File: src/rtl/cache_controller_pkg.sv
// cache_controller_pkg: shared FSM state type and geometry constants for the data-cache controller
package cache_controller_pkg;
    typedef enum logic [1:0] {IDLE, MISS, WRITE} state_t;
    localparam logic [31:0] BASE_ADDR = 32'd1024;
    localparam int AW     = 17;
    localparam int LINE_W = 64;
    localparam int WORD_W = 32;
endpackage

File: src/rtl/cache_addr_map.sv
// cache_addr_map: pipeline byte address -> cache word address, line-aligned SRAM address, word select
//   address   in   32  byte address from the pipeline
//   word_addr out  AW  (address - BASE_ADDR) >> 2, low AW bits; addresses below the base wrap
//   line_addr out  32  address with bits [2:0] cleared
//   word_sel  out  1   selects the odd word of a 64-bit line
module cache_addr_map
    import cache_controller_pkg::*;
(
    input  logic [31:0]   address,
    output logic [AW-1:0] word_addr,
    output logic [31:0]   line_addr,
    output logic          word_sel
);
    assign word_addr = AW'((address - BASE_ADDR) >> 2);
    assign line_addr = {address[31:3], 3'b000};
    assign word_sel  = address[2];
endmodule

File: src/rtl/cache_controller.sv
// cache_controller: write-through, no-allocate initiator for the 2-way data cache and the SRAM controller
//   clk, rst                     clock; asynchronous active-high reset
//   mem_r_en, mem_w_en           load / store request, held until ready
//   address, wdata               pipeline byte address and store data
//   rdata, ready                 load data and completion (0 stalls the pipeline)
//   cache_address, cache_wdata   cache word address and fill line {odd, even}
//   cache_read_en                lookup strobe
//   cache_write_en               one-cycle line fill
//   cache_invoke                 invalidate-on-hit strobe for stores
//   cache_rdata, cache_hit       cache lookup result
//   sram_address, sram_wdata     SRAM byte address and store word
//   sram_read_en, sram_write_en  line read / word write requests, held until sram_ready
//   sram_rdata, sram_ready       SRAM line data and completion
module cache_controller
    import cache_controller_pkg::*;
(
    input  logic              clk,
    input  logic              rst,
    input  logic              mem_r_en,
    input  logic              mem_w_en,
    input  logic [31:0]       address,
    input  logic [WORD_W-1:0] wdata,
    output logic [WORD_W-1:0] rdata,
    output logic              ready,
    output logic [AW-1:0]     cache_address,
    output logic [LINE_W-1:0] cache_wdata,
    output logic              cache_read_en,
    output logic              cache_write_en,
    output logic              cache_invoke,
    input  logic [WORD_W-1:0] cache_rdata,
    input  logic              cache_hit,
    output logic [31:0]       sram_address,
    output logic [WORD_W-1:0] sram_wdata,
    output logic              sram_read_en,
    output logic              sram_write_en,
    input  logic [LINE_W-1:0] sram_rdata,
    input  logic              sram_ready
);
    state_t      state, next_state;
    logic [31:0] line_addr;
    logic        word_sel;

    cache_addr_map u_map (
        .address   (address),
        .word_addr (cache_address),
        .line_addr (line_addr),
        .word_sel  (word_sel)
    );

    assign cache_wdata = sram_rdata;
    assign sram_wdata  = wdata;

    always_ff @(posedge clk or posedge rst)
        if (rst) state <= IDLE;
        else     state <= next_state;

    // Outputs are decoded from the state register, so an asynchronous reset
    // drops the SRAM enables immediately.
    always_comb begin
        next_state     = state;
        ready          = 1'b1;
        rdata          = cache_rdata;
        cache_read_en  = 1'b0;
        cache_write_en = 1'b0;
        cache_invoke   = 1'b0;
        sram_read_en   = 1'b0;
        sram_write_en  = 1'b0;
        sram_address   = address;
        unique case (state)
            IDLE:
                if (mem_w_en) begin
                    cache_invoke = 1'b1;
                    ready        = 1'b0;
                    next_state   = WRITE;
                end else if (mem_r_en) begin
                    cache_read_en = 1'b1;
                    ready         = cache_hit;
                    next_state    = cache_hit ? IDLE : MISS;
                end
            MISS: begin
                sram_read_en   = 1'b1;
                sram_address   = line_addr;
                ready          = sram_ready;
                cache_write_en = sram_ready;
                rdata          = word_sel ? sram_rdata[63:32] : sram_rdata[31:0];
                next_state     = sram_ready ? IDLE : MISS;
            end
            WRITE: begin
                sram_write_en = 1'b1;
                ready         = sram_ready;
                next_state    = sram_ready ? IDLE : WRITE;
            end
            default: next_state = IDLE;
        endcase
    end
endmodule

File: config.mk
export PLATFORM = sky130hd
export DESIGN_NAME = cache_controller
export DESIGN_NICKNAME = d
export VERILOG_FILES = /design/src/rtl/cache_controller_pkg.sv /design/src/rtl/cache_addr_map.sv /design/src/rtl/cache_controller.sv
export SDC_FILE = /design/constraint.sdc
export NUM_CORES = 1
export LEC_CHECK = 0
export BUFFER_PORTS_ARGS = -buffer_cell sky130_fd_sc_hd__buf_2
export CAP_MARGIN = 10
export CORE_AREA = 2 2 135 137
export DETAILED_ROUTE_END_ITERATION = 7
export DIE_AREA = 0 0 137 139
export GPL_TIMING_DRIVEN = 0
export HOLD_SLACK_MARGIN = 0.1
export SYNTH_ARGS = -nofsm -noshare
export SYNTH_HDL_FRONTEND = slang
export SYNTH_HIERARCHICAL = 1
export SYNTH_SLANG_ARGS = --single-unit
File: constraint.sdc
create_clock -name clk -period 3.5 [get_ports clk]
set_clock_uncertainty 0.05 [all_clocks]
set_input_delay 0.525 -clock clk [delete_from_list [all_inputs] [get_ports clk]]
set_output_delay 0.525 -clock clk [all_outputs]
set_load 0.1 [all_outputs]
==> impl_metrics.ini <==
[outcome]
status = complete, no violations

[clock_network]
clock_path_buffers = 2
cts_setup_buffers = 0
cts_sinks = 2
ctsResizeCount = 0
cts.clk_slew.worst_paths_ns = 0.03
hold_buffers = 0
root_buffer = clkbuf_16
htreeDepth = 1
tritoncts = done
cts_buffers = 3
clk_latency_ns = 0.22

[worst_setup_path]
timing.rr.start = state[1]
crit_path_frequent_cell = buf_2
cp-startpoint = address[10]
slowest_stage = nor3b_1
critPathArrivalTime_ns = 2.33
crit_chain = buf_2 -> inv_1 -> ha_1 -> nor3b_1 -> nand3_1 -> xnor2_2 -> buf_2
path_max_fanout = 5
crit_path_max_incr_delay_ns = 0.55
cp.required_ns = 2.92
critPathLaunchType = input pin
worstSetupEndpointType = output pin
worstSetupPathType = in2out

[global_routing]
antenna_found_initial = 0
grt_pass1_wl_um = 14600
use_met3_pct = 1.02
grt_pass1_vias = 2937
use_met1_pct = 10.4
gr-usage-all-layers_pct = 9.55
gr-max-usage-layer = met2
grt_overflow = 0
grt_max_degree = 11
use_met2_pct = 20.1

[placement]
dp.final_hpwl_um = 9230
port-buffer-count = 316
place_congestion = 0.769

[synthesis]
yosys.area.top_type = buf_4
async_flop_share_pct = 100
yosysMostFrequentCell = buf_4
ys_seq_area_share_pct = 1.89
syn_inst = 330
ys_top_cells_by_count = buf_4 (137), nor2_1 (38), a21oi_1 (34), mux2i_1 (32), mux2_4 (30)
ys_types = 29
synth-seq-cells = 2
synth_top_cell_area_share_pct = 38.8
yosysWarnings = 6
ys_top_cells_by_area = buf_4 (39%), mux2_4 (17%), mux2i_1 (12%)
synth_edf_count = 0
synthFlopType = dfrtp_1
syn_area_mm2 = 0.00265
syn_area_per_cell_um2 = 8.03

[route]
wl_per_cell_um = 11.8
vias = 3172
drcViolationCount = 0
viasPerCell = 3.60
dr.first_iter.drc_count = 50
ant_nets = 0
drtPass1Iterations = 3
wl_um = 10300

[layout]
diodes = 0
fin_util_pct = 26.2
largest_register_ffs = 2
drive_gt1_share_pct = 78.0
area_growth_pct = 74.5
nFillCells = 1989
top_register = state
fin_nets = 826
reg.largest.list = state (2)

[floorplan]
core_area_mm2 = 0.0177
die_x_um = 137
die_h_um = 139
initial_core_util_pct = 15.0
io_pins = 349
dieArea_mm2 = 0.0190
row_count = 49

[pwr]
ir_drop_mv = 0.559
p_per_area_mw_per_mm2 = 759
leakagePower_uw = 0.00278
finalPower_uw = 3510

[sta]
setup_viol = 0
drv_slew = 0
relSlewSlack_pct = 56.9
tightest_slew_ns = 0.645
fmax_mhz = 344
hold_viol = 0
fin_crit_ns = 2.91
grt_setup_unrepaired = no
min_period_over_period_pct = 83.1

[run]
max-cap-violations = 0

[hold_path]
hold_class = in2async
-- power breakdown --
group | switching [uW] | internal, uW
logic | 2650 | 645
clock network | 23.9 | 145
registers | 11.1 | 33.4
total | 2680 | 824
-- through the flow --
stage                     setup slack, ns  cells  hold WS (ns)  area [um2]  setup TNS, ns
after floorplan                   -0.0450    332         0.216        2680        -0.0450
after global placement              0.637    877         0.347        4550              0
after detailed placement            0.607    877         0.351        4550              0
after global routing                0.355    880         0.123        4620              0
final                               0.591    880         0.114        4620              0
after CTS                           0.515    880         0.122        4620              0
-- worst max-delay path: cells and delay by family --
kind / cells / cell delay, ns
simple gates: 2 / 0.79
buf+inv: 3 / 0.66
xor+xnor: 1 / 0.19
fa+ha+maj: 1 / 0.17
-- layer usage --
metal | routed length, um | part of all wire [%] | vias up
met1 | 3940 | 38 | 1404
met3 | 859 | 8.3 | 0
met5 | 0 | 0 | -
li1 | - | - | 1592
met4 | 0 | 0 | 0
met2 | 5550 | 54 | 176
-- layout by cell type (no fill, tap or decap) --
cell,netlist,final
nand2b_1,2,2
mux2_2,2,2
xor2_1,4,3
o31ai_1,2,2
buf_4,137,137
xor2_2,0,1
nor3b_1,2,2
o21ai_0,1,1
buf_6,5,5
a22o_1,1,1
inv_1,7,7
buf_12,3,3
and2_1,2,2
nand3_1,1,1
clkbuf_16,0,3
xnor2_2,0,2
conb_1,1,3
a211oi_1,1,1
nor2_1,38,38
ha_1,7,7
mux2_4,30,30
or4_4,1,1
a21oi_1,34,34
mux2i_1,32,32
nor4_4,1,1
buf_2,6,322
nand2_1,3,3
o31ai_2,1,1
dfrtp_1,2,2
clkbuf_1,1,1
nor2b_1,1,1
-- final timing paths --
path / end / cells past startpoint / slack [ns]
max: cache_address[16] / 7 / 0.59
min: state[0] / 2 / 0.11
min reg2reg: state[0] / 2 / 0.54
max in group asynchronous: state[1] / 2 / 3.17
min in group clk: state[0] / 2 / 0.54
max reg2reg: state[0] / 6 / 2.04
-- logic make-up (layout without fill, tap and decap cells) --
group	Yosys count	after routing	synth area share [%]
xor gates and xnor gates	6	6	1.98
DFF	2	2	1.89
adders and majority gates	7	7	3.31
other	1	3	0.142
and+or+nand+nor	51	51	8.97
buffers and inverters	159	478	45.5
muxes	64	64	29.9
AOI/OAI and AO/OA	40	40	8.27
-- layout make-up --
type	instances	area (um2)	share of cell area, %
Clock buffer	3	75.1	1.62
Buffer	152	1180	25.5
Timing Repair Buffer	316	1580	34.2
Multi-Input combinational cell	171	1420	30.8
Sequential cell	2	50.0	1.08
Tap cell	229	287	6.20
Inverter	7	26.3	0.568
Note: power is estimated with default switching activity, not from simulation.
